[config.mk]
export PLATFORM = sky130hd
export DESIGN_NAME = counter_decoder
export DESIGN_NICKNAME = d
export VERILOG_FILES = /design/src/rtl/counter_decoder.sv
export SDC_FILE = /design/constraint.sdc
export NUM_CORES = 1
export LEC_CHECK = 0
export BUFFER_PORTS_ARGS = -buffer_cell sky130_fd_sc_hd__buf_2
export CAP_MARGIN = 20
export CORE_MARGIN = 10
export CORE_UTILIZATION = 58
export DETAILED_ROUTE_END_ITERATION = 10
export MAX_ROUTING_LAYER = met4
export PLACE_DENSITY = 0.82
export SLEW_MARGIN = 20
export SYNTH_ARGS = -nofsm -noshare
export SYNTH_HDL_FRONTEND = slang
export SYNTH_SLANG_ARGS = --single-unit
[constraint.sdc]
create_clock -name clk -period 5.1 [get_ports clk]
set_clock_uncertainty 0.15 [all_clocks]
set_input_delay 0.255 -clock clk [delete_from_list [all_inputs] [get_ports clk]]
set_output_delay 0.255 -clock clk [all_outputs]
set_load 0.02 [all_outputs]
[src/rtl/counter_decoder.sv]
// counter_decoder: decode the pssw105 4-bit counter stream and track sequence lock, errors and ctrl toggles.
//   clk, rst_n (async, active-low) | in_valid, in_code[3:0] sample input
//   out_valid, ctrl_out, cnt_out[2:0] decoded sample | locked, seq_err, err_cnt, toggle_cnt status
//   Optional: define COUNTER_DEC_TOGGLE_CNT_EN to count ctrl flips while locked (else toggle_cnt = 0).
module counter_decoder #(
  parameter int LOCK_CNT = 3,
  parameter int LOSS_CNT = 2,
  parameter int ERR_W    = 8
) (
  input  logic             clk,
  input  logic             rst_n,
  input  logic             in_valid,
  input  logic [3:0]       in_code,
  output logic             out_valid,
  output logic             ctrl_out,
  output logic [2:0]       cnt_out,
  output logic             locked,
  output logic             seq_err,
  output logic [ERR_W-1:0] err_cnt,
  output logic [ERR_W-1:0] toggle_cnt
);
  typedef enum logic {HUNT, LOCKED} state_t;
  state_t state_q, state_d;
  logic [2:0] ref_cnt_q, ref_cnt_d, cnt_out_q, cnt_out_d, cnt;
  logic [3:0] good_run_q, good_run_d, bad_run_q, bad_run_d;
  logic first_q, first_d, out_valid_q, out_valid_d, ctrl_out_q, ctrl_out_d;
  logic locked_q, locked_d, seq_err_q, seq_err_d, ctrl, match;
  logic [ERR_W-1:0] err_cnt_q, err_cnt_d;
`ifdef COUNTER_DEC_TOGGLE_CNT_EN
  logic prev_ctrl_q, prev_ctrl_d;
  logic [ERR_W-1:0] toggle_cnt_q, toggle_cnt_d;
  always_comb begin
    prev_ctrl_d  = in_valid ? ctrl : prev_ctrl_q;
    toggle_cnt_d = (in_valid && state_q == LOCKED && ctrl != prev_ctrl_q && toggle_cnt_q != '1)
                   ? toggle_cnt_q + ERR_W'(1) : toggle_cnt_q;
  end
  always_ff @(posedge clk or negedge rst_n)
    if (!rst_n) begin
      prev_ctrl_q  <= 1'b0;
      toggle_cnt_q <= '0;
    end else begin
      prev_ctrl_q  <= prev_ctrl_d;
      toggle_cnt_q <= toggle_cnt_d;
    end
  assign toggle_cnt = toggle_cnt_q;
`else
  assign toggle_cnt = '0;
`endif
  always_comb begin
    ctrl        = in_code[3];
    cnt         = ctrl ? ~in_code[2:0] : in_code[2:0];
    match       = cnt == 3'(ref_cnt_q + 3'd1);
    state_d     = state_q;
    ref_cnt_d   = ref_cnt_q;
    good_run_d  = good_run_q;
    bad_run_d   = bad_run_q;
    first_d     = first_q;
    out_valid_d = 1'b0;
    ctrl_out_d  = ctrl_out_q;
    cnt_out_d   = cnt_out_q;
    seq_err_d   = 1'b0;
    err_cnt_d   = err_cnt_q;
    if (in_valid) begin
      out_valid_d = 1'b1;
      ctrl_out_d  = ctrl;
      cnt_out_d   = cnt;
      if (state_q == HUNT) begin
        // In HUNT the reference simply follows the stream; a break restarts the run.
        ref_cnt_d  = cnt;
        first_d    = 1'b0;
        good_run_d = (first_q || !match) ? 4'd1 : good_run_q + 4'd1;
        if (good_run_d == 4'(LOCK_CNT)) begin
          state_d   = LOCKED;
          bad_run_d = 4'd0;
        end
      end else begin
        // Flywheel: the reference advances regardless of what was received.
        ref_cnt_d = ref_cnt_q + 3'd1;
        bad_run_d = match ? 4'd0 : bad_run_q + 4'd1;
        seq_err_d = !match;
        err_cnt_d = (!match && err_cnt_q != '1) ? err_cnt_q + ERR_W'(1) : err_cnt_q;
        if (bad_run_d == 4'(LOSS_CNT)) begin
          state_d = HUNT;
          first_d = 1'b1;
        end
      end
    end
    locked_d = state_d == LOCKED;
  end
  always_ff @(posedge clk or negedge rst_n)
    if (!rst_n) begin
      state_q     <= HUNT;
      ref_cnt_q   <= 3'd0;
      good_run_q  <= 4'd0;
      bad_run_q   <= 4'd0;
      first_q     <= 1'b1;
      out_valid_q <= 1'b0;
      ctrl_out_q  <= 1'b0;
      cnt_out_q   <= 3'd0;
      locked_q    <= 1'b0;
      seq_err_q   <= 1'b0;
      err_cnt_q   <= '0;
    end else begin
      state_q     <= state_d;
      ref_cnt_q   <= ref_cnt_d;
      good_run_q  <= good_run_d;
      bad_run_q   <= bad_run_d;
      first_q     <= first_d;
      out_valid_q <= out_valid_d;
      ctrl_out_q  <= ctrl_out_d;
      cnt_out_q   <= cnt_out_d;
      locked_q    <= locked_d;
      seq_err_q   <= seq_err_d;
      err_cnt_q   <= err_cnt_d;
    end
  assign out_valid = out_valid_q;
  assign ctrl_out  = ctrl_out_q;
  assign cnt_out   = cnt_out_q;
  assign locked    = locked_q;
  assign seq_err   = seq_err_q;
  assign err_cnt   = err_cnt_q;
endmodule

==> out/summary.md, run 1 <==
The clock group share of total power is 0.117, and the internal power is 466 uW. For the pin with the worst max-slew slack, the measured transition is 604 ps. The net switching power came out at 337 uW.

The logs give 1116 for the via count of the first global-routing pass and 0.00248 mm2 for the placeable core region. After detailed routing, the average wire length per cell comes to 15.4 um. TritonCTS created 3 clock buffers.

For the instance count of the mapped netlist, the log shows 139. 0 antenna diodes ended up in the layout. Across the VDD grid, the largest voltage drop is 0.000341 V. For this run, the detailed router's first-pass iteration total came to 4.

The tools report the total power after layout as 803 uW. The last weighted congestion value of the routability-driven placer came out at 0.768. The routed design has 2930 um of wire. Each instance of the synthesized netlist takes up on average 10.8 um2. The floorplan has 18 rows.

The effective utilization at floorplan is 0.608. Hold path startpoint: in_valid. The sequential-to-total area share from yosys stat is 0.450.

The final layout contains 172 nets. The fraction of synthesis flops using an asynchronous set or reset pin works out to 1.00. The number of placed instances, taps included is 185. The worst setup path is of the register to register kind. Data arrives at the worst endpoint at 2540 ps.

Number of buffers and inverters on the critical path: 0. The worst max-slew margin expressed relative to the limit is 0.597. The share of the clock period used by the worst path after layout is 0.481. The path class of the lowest-slack min-delay path was input pin to register. The maximum number of pins on one net before global-route repair came out at 28. In the synthesized netlist the dominant register cell turns out to be sky130_fd_sc_hd__dfrtp_1.

The fraction of layout cells with a size suffix above 1 came out at 0.263. The initial antenna violation count was 0. Broken down by cell family, the worst path's largest delay share belongs to flip-flops. DRC violation total after the first TritonRoute iteration: 71. In this design, the stage delay of the slowest critical-path cell is 460 ps.

In this run the worst path has a maximum fanout of 14. The number of warnings printed during yosys synthesis was 0. The combinational cell fraction of total power is 0.438. The worst setup path is launched from a register. The tools report the final hold violation count as 0. The routed layout has 1106 vias. The latest clock arrival within the worst-skew pair was 330 ps. STA classifies the critical path endpoint as a register. The tools report the max-slew violation count as 0. The startpoint identified for the worst register-to-register timing path is ref_cnt_q[0]. Number of levels the H-tree was split into: 1.

The most critical setup path has its startpoint at ref_cnt_q[0]. The synthesized netlist contains 44 unique library cells. The post-layout minimum cycle time came out at 2450 ps. Global routing finished with a remaining overflow of 0. For the storage element area, the log shows 677 um2.

The signal on the critical path passes through ha_1 > xnor2_1 > o2111ai_1 > o211ai_2 > and2b_2 > mux2_2. The synthesized design contains 27 register bits. For the final routed database, the setup TNS stands at 0 ps. The final-layout fill cell count was 201; the achievable clock frequency was 407 MHz. The area of combinational cells with multiple inputs came out at 749 um2. Max-cap violations in this run came to 0. For this run, design rule violations remaining after detail routing come to 0.

The mean number of vias per cell is 5.82. The tools report the die area as 0.00503 mm2. Overall global routing resource usage: 0.124. The run finished with clean final reports. The cell at the slowest stage of the critical path is sky130_fd_sc_hd__dfrtp_1. Data on the critical path is required at its endpoint by 5180 ps. The floorplan step set the die height to 70.9 um. The run gives 27 as the total number of clock tree sinks.

The placed wire-length estimate after detailed placement was 2180 um. The clock tree root driver cell is sky130_fd_sc_hd__clkbuf_4. TritonCTS built the clock tree. Setup repair after global routing left no endpoint under its margin. The setup-violating endpoint count in the final report is 0, and the number of nets with antenna violations after routing is 0. The longest clock path from root to sink contains 2 buffers. Cell area power density: 495 mW/mm2. Switching share of power: 0.420. After clock tree synthesis, the clock-pin slew on the worst setup and hold paths is 140 ps.

The leakage component of the power is 0.764 nW. 30 I/O pins were placed. The post-synthesis instance area is 0.00151 mm2, and the area growth from synthesis to final layout is 7.65%.

The run gives 5080 um as the wire length of the first global-routing pass. The portion of total power attributed to sequential cells is 0.445, and the final cell count without fillers is 190. Counting flops with a built-in enable in the synthesized netlist gives 0. The count of input and output buffers came out at 21. Once the clock tree was built, the setup fixing pass inserted 0 buffers. The final core area utilization was 0.654; the die width was 70.9 um.
power groups by stage:
stage | registers [mW] | logic (mW) | clock network (mW)
2_1_floorplan | 0.383 | 0.244 | 0
3_3_place_gp | 0.355 | 0.335 | 0
3_5_place_dp | 0.361 | 0.352 | 0
4_1_cts | 0.357 | 0.355 | 0.0963
5_1_grt | 0.371 | 0.394 | 0.103
6_report | 0.357 | 0.352 | 0.0939
routing by layer:
metal / up-vias / share of wire / track usage
met5: - / 0 / -
met4: 0 / 0.030 / 0.0667
met3: 9 / 0.061 / 0.0349
met2: 31 / 0.51 / 0.202
met1: 538 / 0.40 / 0.133
li1: 528 / - / -
final timing paths:
kind | cells after the start | slack, ps | to
min | 1 | 50 | out_valid
max reg2reg | 6 | 2650 | err_cnt[1]
max in group asynchronous | 2 | 4120 | err_cnt[4]
max | 6 | 2650 | err_cnt[1]
min in group asynchronous | 2 | 290 | good_run_q[3]
min reg2reg | 1 | 360 | err_cnt[4]
synthesized netlist by cell type (2+ instances only):
cell,number,area [um2]
sky130_fd_sc_hd__o21ai_0,2,10.0
sky130_fd_sc_hd__clkbuf_1,2,7.51
sky130_fd_sc_hd__mux2_2,6,67.6
sky130_fd_sc_hd__xnor2_1,6,52.6
sky130_fd_sc_hd__nand3_1,7,35.0
sky130_fd_sc_hd__and3b_2,2,20.0
sky130_fd_sc_hd__nor3b_1,2,15.0
sky130_fd_sc_hd__nand2_1,8,30.0
sky130_fd_sc_hd__o21a_1,2,15.0
sky130_fd_sc_hd__nor2_1,5,18.8
sky130_fd_sc_hd__nand4_1,2,12.5
sky130_fd_sc_hd__inv_1,4,15.0
sky130_fd_sc_hd__nor3b_2,2,25.0
sky130_fd_sc_hd__a31oi_1,2,12.5
sky130_fd_sc_hd__dfrtp_1,26,651
sky130_fd_sc_hd__o31ai_1,2,15.0
sky130_fd_sc_hd__buf_6,2,22.5
sky130_fd_sc_hd__nor3_1,3,15.0
sky130_fd_sc_hd__nand2b_1,2,12.5
sky130_fd_sc_hd__xor2_1,6,52.6
sky130_fd_sc_hd__nor2b_1,2,12.5
sky130_fd_sc_hd__ha_1,4,50.1
sky130_fd_sc_hd__a21oi_1,8,40.0
sky130_fd_sc_hd__and3_1,3,18.8
sky130_fd_sc_hd__buf_4,8,60.1
sky130_fd_sc_hd__nor4_1,3,18.8
placed cells by master, fill, tap and decap left out, types with 3 or more instances in the layout:
cell	instances
sky130_fd_sc_hd__dfrtp_1	26
sky130_fd_sc_hd__nand2_1	8
sky130_fd_sc_hd__nor3_1	3
sky130_fd_sc_hd__and3_1	3
sky130_fd_sc_hd__mux2_2	6
sky130_fd_sc_hd__buf_2	21
sky130_fd_sc_hd__clkbuf_4	3
sky130_fd_sc_hd__nand3_1	7
sky130_fd_sc_hd__xor2_1	6
sky130_fd_sc_hd__a21oi_1	8
sky130_fd_sc_hd__ha_1	4
sky130_fd_sc_hd__inv_1	4
sky130_fd_sc_hd__nor2_1	5
sky130_fd_sc_hd__nor4_1	3
sky130_fd_sc_hd__xnor2_1	6
sky130_fd_sc_hd__conb_1	8
logic make-up after synthesis:
kind of cell | after synthesis | synth area share
muxes | 7 | 0.0515
DFF | 27 | 0.450
and+or+nand+nor | 42 | 0.161
AOI/OAI and AO/OA | 28 | 0.133
buffers and inverters | 16 | 0.0698
other | 1 | 0.00249
xor gates and xnor gates | 14 | 0.0989
adders and majority gates | 4 | 0.0333
cell type report:
type                            count  share of cell area
Clock buffer                        4              0.0162
Multi-Input combinational cell    103               0.463
Tap cell                           30              0.0232
Timing Repair Buffer               22              0.0710
Inverter                            4             0.00927
Sequential cell                    27               0.418
state kept, by name, summed over array words and instances (netlist names):
signal and cells:
ref_cnt_q 3, bad_run_q 4, out_valid 1, locked 1, cnt_out 3, ctrl_out 1, first_q 1, err_cnt 8
seq_err 1, good_run_q 4
stage by stage:
step                      hold slack (ps)  area [um2]  setup slack [ps]
after floorplan                      -191        1530              2990
after detailed placement              144        1580              2670
after CTS                            42.0        1620              2640
after global placement                131        1580              2820
final                                46.3        1620              2650
after global routing                 48.8        1620              2530
what timing repair did:
item | CTS | global route
endpoints found under the hold margin | 26 | 0
hold buffers | 1 | 0
resized for setup | 0 | 0
No activity file was read; power rests on OpenSTA's default activity.
==> inputs of run 2 (changes only) <==
- CORE_UTILIZATION: 58 -> 49
- PLACE_DENSITY: 0.82 -> 0.74
- clock period: 5.1 -> 2.2 ns (I/O delays scaled with it)
==> out/summary.md, run 2 (synthesized netlist as in run 1, its figures left out) <==
The overall global routing resource usage was 0.118. The run gives 0 as the number of nets with antenna violations after routing. Including well taps, the total number of placed cells is 193. The top cell types in the final layout, fill and taps aside, are sky130_fd_sc_hd__dfrtp_1 (26), sky130_fd_sc_hd__buf_2 (21), sky130_fd_sc_hd__nand2_1 (8), sky130_fd_sc_hd__a21oi_1 (8), sky130_fd_sc_hd__conb_1 (8). The tools report the portion of total power attributed to sequential cells as 0.426. At the end of the flow, the number of nets in the layout was 181. Max-slew violation count: 0. During placement, the flow inserted port buffers numbering 21. Clock buffer count from CTS: 3. For the final routed database, the setup TNS stands at 0 ps.

The critical path in this run is classified as register to register. The setup-violating endpoint count in the final report came out at 0. Excluding fillers, the count of instances in the completed layout stands at 202. Subtracting the final worst setup slack from the clock period gives 2120 ps. The final route contains 1111 vias. The worst setup path is launched from a register. The cell area power density is 1140 mW/mm2, and the placed wire-length estimate after detailed placement is 2290 um. The remaining global-route overflow is 0, and the area of combinational cells with multiple inputs is 769 um2. Endpoint kind of the worst setup timing path: a register. The core region is 0.00300 mm2.

The total number of clock tree sinks came out at 27. TritonCTS built the clock tree. After layout, the design draws a total of 1.96 mW.

The internal portion of the total power is 1.15 mW. Along the worst path, the maximum fanout reaches 7. CTS placed an instance of sky130_fd_sc_hd__clkbuf_4 at the clock tree root.

Final hold violation count: 0. Clock latency on the worst-skew pair, taken at its later pin, is 320 ps. The logs give 0 for the detailed-route DRC error count and 0.793 for the last weighted congestion value of the routability-driven placer. Effective utilization at floorplan: 0.501.

The fraction of layout cells with a size suffix above 1 is 0.296, and the slew at the pin with the worst max-slew slack is 598 ps. The combinational cell fraction of total power came out at 0.465. After the first detailed-routing iteration, the DRC count stood at 35.

Setup repair after global routing left no endpoint under its margin. The maximum number of pins on one net before global-route repair was 28; the die area was 0.00569 mm2. IR analysis of the VDD net gives a maximum drop of 0.000712 V. The analysis attributes to cell leakage a power of 0.813 nW.

STA puts the critical path data required time at 2270 ps. The area growth from synthesis to final layout was 14.5%. Switching share of power: 0.415.

From bottom edge to top edge, the die measures 75.4 um. After detailed routing, the average wire length per cell comes to 15.1 um. After clock tree synthesis, the clock-pin slew on the worst setup and hold paths is 140 ps.

The run gives 472 MHz as the achievable clock frequency. The first global-routing pass estimated 5160 um of wire. The run gives 270 as the final-layout fill cell count. Path class of the lowest-slack min-delay path: input pin to register. The mean number of vias per cell is 5.50, and the clock group share of total power is 0.110. The die width came out at 75.4 um. The via count of the first global-routing pass is 1173.

Row generation in the floorplan step produced 20 rows. The tool flagged a number of max-cap violations equal to 0. The storage element area is 677 um2, and the number of levels the H-tree was split into is 1. The routed design has 3050 um of wire. The share of the clock period used by the worst path after layout came out at 0.963. The run finished with clean final reports. Leading cell type in the layout, fill and taps excluded: sky130_fd_sc_hd__dfrtp_1.

In this run the power spent charging and discharging nets is 812 uW. The antenna cell count was 0. The first-pass iteration count of the detailed router is 4, and the number of flip-flops in the largest register is 8. For this design the top-level I/O count stands at 30. The initial antenna violation count is 0. The logs give 2190 ps for the critical path arrival and 0.601 for the worst max-slew margin expressed relative to the limit. The run gives 2 as the number of buffers between clock root and the deepest sink.
-- run 2: changes by cell type in the layout (fill, tap and decap cells not counted) --
cell	previous run	this run
sky130_fd_sc_hd__buf_4	0	5
sky130_fd_sc_hd__dlygate4sd3_1	1	4
sky130_fd_sc_hd__buf_6	0	1
sky130_fd_sc_hd__ha_1	4	3
sky130_fd_sc_hd__ha_4	0	1
sky130_fd_sc_hd__xnor2_1	6	5
sky130_fd_sc_hd__xnor2_2	1	2
-- run 2: cell type report --
class	count	area share
Multi-Input combinational cell	103	0.447
Sequential cell	27	0.393
Timing Repair Buffer	31	0.113
Tap cell	33	0.0240
Clock buffer	4	0.0153
Inverter	4	0.00871
-- run 2: final timing paths --
kind,end,start,slack (ps),depth (start not counted)
worst max-delay path,err_cnt[1],ref_cnt_q[0],80,6
worst min-delay path,cnt_out[0],in_code[0],9,3
worst max register to register,err_cnt[1],ref_cnt_q[0],80,6
worst min register to register,err_cnt[4],err_cnt[4],350,1
max in group asynchronous,err_cnt[2],rst_n,1360,2
min in group asynchronous,good_run_q[3],rst_n,160,2
-- run 2: worst max-delay path, cell delays in order (launching register included) --
cell,delay [ps]
sky130_fd_sc_hd__dfrtp_1,450
sky130_fd_sc_hd__ha_4,260
sky130_fd_sc_hd__xnor2_2,160
sky130_fd_sc_hd__a211o_2,320
sky130_fd_sc_hd__o211ai_2,130
sky130_fd_sc_hd__and2b_2,220
sky130_fd_sc_hd__mux2_2,330
-- run 2: per-stage QoR --
step                       util  area [um2]  hold WS [ps]  worst slack, ps
final                     0.574        1720          8.67             81.6
after global placement    0.541        1630          1.01             95.2
after floorplan               -        1530          -336             92.3
after CTS                 0.566        1700          6.55             2.13
after global routing      0.574        1720          24.3             9.14
after detailed placement  0.541        1630          8.50             1.71
-- run 2: what timing repair did --
action / 4_1_cts / 5_1_grt
gates resized for setup: 1 / 2
endpoints found under the hold margin: 29 / 0
hold buffers: 4 / 0
cloned: 0 / 0
setup buffers: 0 / 1
setup endpoints to repair: 1 / 4
-- run 2: power by group through the flow --
stage | clock, mW | combinational (mW) | sequential [mW]
6_report | 0.215 | 0.910 | 0.834
4_1_cts | 0.220 | 0.884 | 0.825
5_1_grt | 0.242 | 1.01 | 0.866
3_3_place_gp | 0 | 0.825 | 0.817
3_5_place_dp | 0 | 0.860 | 0.834
2_1_floorplan | 0 | 0.566 | 0.887
-- run 2: per-layer routing --
metal  vias to the layer above  share of wire  GRT usage
li1                        544              -          -
met5                         -              0          -
met4                         0          0.011     0.0433
met1                       544           0.42      0.133
met2                        19           0.53      0.206
met3                         4          0.031     0.0182
==> inputs of run 3 (changes only) <==
- RECOVER_POWER: not set -> 100
==> out/summary.md, run 3 (synthesized netlist as in run 1, its figures left out) <==
The run finished with clean final reports. The number of nets with antenna violations after routing was 0; the detailed-route DRC error count was 0. The detailed router finished its first iteration with 34 violations. The first-pass iteration count of the detailed router was 4; the cell area power density was 1140 mW/mm2. At the pin with the least slew margin, the transition time is 1450 ps. The pre-CTS worst setup slack was 1.71 ps; the length of routed met2 wiring was 1630 um. The run gives 1173 as the via count of the first global-routing pass. The cell at the slowest stage of the critical path is sky130_fd_sc_hd__dfrtp_1. The register with the most flip-flops in the layout has 8 of them. Counting the buffers created by CTS gives 3. The initial antenna violation count is 0. Across the run, the number of max-cap violations was 0. STA puts the critical path data arrival time at 2190 ps.

Die width: 75.4 um. In this run the worst hold path is classified as input pin to register. The total length of routed met3 wires is 93 um, and the share of the clock period used by the worst path after layout is 0.963. Detail-routed net length per standard cell: 15.1 um. Number of buffers and inverters on the critical path: 0. Highest layer used for signal routing: met4. In the routed layout, each cell is associated on average with a via count of 5.50.

On the worst path, the slowest cell contributes a delay of 450 ps. TritonCTS built the clock tree. The clock drives 27 sinks. The achievable clock frequency is 472 MHz, and the final-layout setup total negative slack is 0 ps. The fraction of layout cells with a size suffix above 1 was 0.195; the count of input and output buffers was 21.

In the final routing, the length of wire on met1 measures 1290 um. For the latest clock arrival within the worst-skew pair, the log shows 320 ps. For the maximum number of pins on one net before global-route repair, the log shows 28.

Wires add up to 3040 um. Clock tree root driver cell: sky130_fd_sc_hd__clkbuf_4. For the number of levels the H-tree was split into, the log shows 1. After legalization and detailed placement, the total HPWL measured 2290 um. The finished cells cover 0.00170 mm2. The register clock-pin slew on the reported worst setup and hold paths was 140 ps; the effective utilization at floorplan was 0.501.

Number of vias after detailed routing: 1111. Once placement finished, the instance area stood at 0.00163 mm2. Setup repair after global routing left no endpoint under its margin. The final hold violation count came out at 0.

The worst setup path is of the register to register kind. The setup-violating endpoint count in the final report came out at 0. Once routing completed, OpenROAD measured the worst setup slack at 81.2 ps. From synthesis to final layout, the design area changed by 13.1%.

The signal on the critical path passes through ha_4 > xnor2_2 > a211o_2 > o211ai_2 > and2b_2 > mux2_2. For the worst setup path, the data required time is 2270 ps. The antenna cell count was 0; the floorplan die height was 75.4 um. The region available for standard cell placement spans 0.00300 mm2.

Dominant delay contributor by cell family on the critical path: flip-flops. The filler cells instantiated in the layout total 277. Registers take 677 um2. The maximum VDD drop is 0.000696 V.

The net total in the final layout is 181. The worst max-slew margin expressed relative to the limit is 0.0345, and the number of ports placed on the die boundary is 30. Wire length of the first global-routing pass: 5160 um. The worst setup path is captured at a register. The floorplan has 20 rows. The congestion estimate from routability-driven global placement came to 0.793. The tools report the startpoint type of the worst setup path as a register. The die area came out at 0.00569 mm2.

The leading cell type in the layout, fill and taps excluded is sky130_fd_sc_hd__dfrtp_1. The run gives 0 as the max-slew violation count. The biggest fanout along the worst timing path is 7, and the overall global routing resource usage is 0.118. The number of buffers between clock root and the deepest sink is 2. The top cell types in the final layout, fill and taps aside, are sky130_fd_sc_hd__dfrtp_1 (26), sky130_fd_sc_hd__clkbuf_1 (18), sky130_fd_sc_hd__nand2_1 (8), sky130_fd_sc_hd__a21oi_1 (8), sky130_fd_sc_hd__conb_1 (8). Subtracting the final worst setup slack from the clock period gives 2120 ps. For this design the static power due to leakage is 0.757 nW. Summing all multi-input logic gate instances after layout gives 769 um2. For this run the aggregate overflow at the end of global routing stands at 0.
==> run 3: changes by cell type in the layout (fill, tap and decap cells not counted) <==
| cell | before | now |
|---|---|---|
| sky130_fd_sc_hd__clkbuf_4 | 3 | 4 |
| sky130_fd_sc_hd__buf_2 | 21 | 4 |
| sky130_fd_sc_hd__clkbuf_1 | 1 | 18 |
| sky130_fd_sc_hd__buf_4 | 5 | 4 |
==> run 3: routing by layer <==
layer | vias up | track usage
li1 | 542 | -
met1 | 546 | 0.133
met2 | 19 | 0.206
met3 | 4 | 0.0182
met4 | 0 | 0.0433
met5 | - | -
==> run 3: repair_timing <==
action / CTS / global route
resized for setup: 1 / 2
setup endpoints to repair: 1 / 4
endpoints found under the hold margin: 29 / 0
hold buffers: 4 / 0
buffers inserted: 0 / 1
==> run 3: worst paths after layout <==
path / from / to / slack (ps) / depth (start not counted)
min in group asynchronous: rst_n / good_run_q[3] / 490 / 2
worst max register to register: ref_cnt_q[0] / err_cnt[1] / 80 / 6
worst max-delay path: ref_cnt_q[0] / err_cnt[1] / 80 / 6
max in group asynchronous: rst_n / bad_run_q[1] / 570 / 2
worst min-delay path: in_code[0] / cnt_out[0] / 8 / 3
worst min register to register: err_cnt[4] / err_cnt[4] / 360 / 1
==> run 3: final cells by class <==
type                    instances  share of cell area
inverters                       4             0.00882
flip-flops and latches         27               0.398
multi-input cells             103               0.452
clock buffers                   4              0.0154
repair buffers                 31               0.101
well taps                      33              0.0243
==> run 3: per-stage QoR <==
step	total power, mW	utilization	hold WS, ps	std cells
after detailed placement	1.69	0.541	8.50	193
after floorplan	1.45	-	-336	146
after global routing	2.10	0.567	24.3	202
after CTS	1.93	0.566	6.55	201
final	1.94	0.567	7.94	202
after global placement	1.64	0.541	1.01	193
==> run 3: power by group <==
group	switching (mW)	internal, mW	total [mW]
Sequential	0.185	0.651	0.836
Combinational	0.484	0.405	0.889
Clock	0.145	0.0710	0.216
==> run 3: worst reg2reg max path: stages, from the launching register on <==
cell and delay, ps:
sky130_fd_sc_hd__dfrtp_1 450, sky130_fd_sc_hd__ha_4 270, sky130_fd_sc_hd__xnor2_2 160, sky130_fd_sc_hd__a211o_2 320, sky130_fd_sc_hd__o211ai_2 130, sky130_fd_sc_hd__and2b_2 220, sky130_fd_sc_hd__mux2_2 330
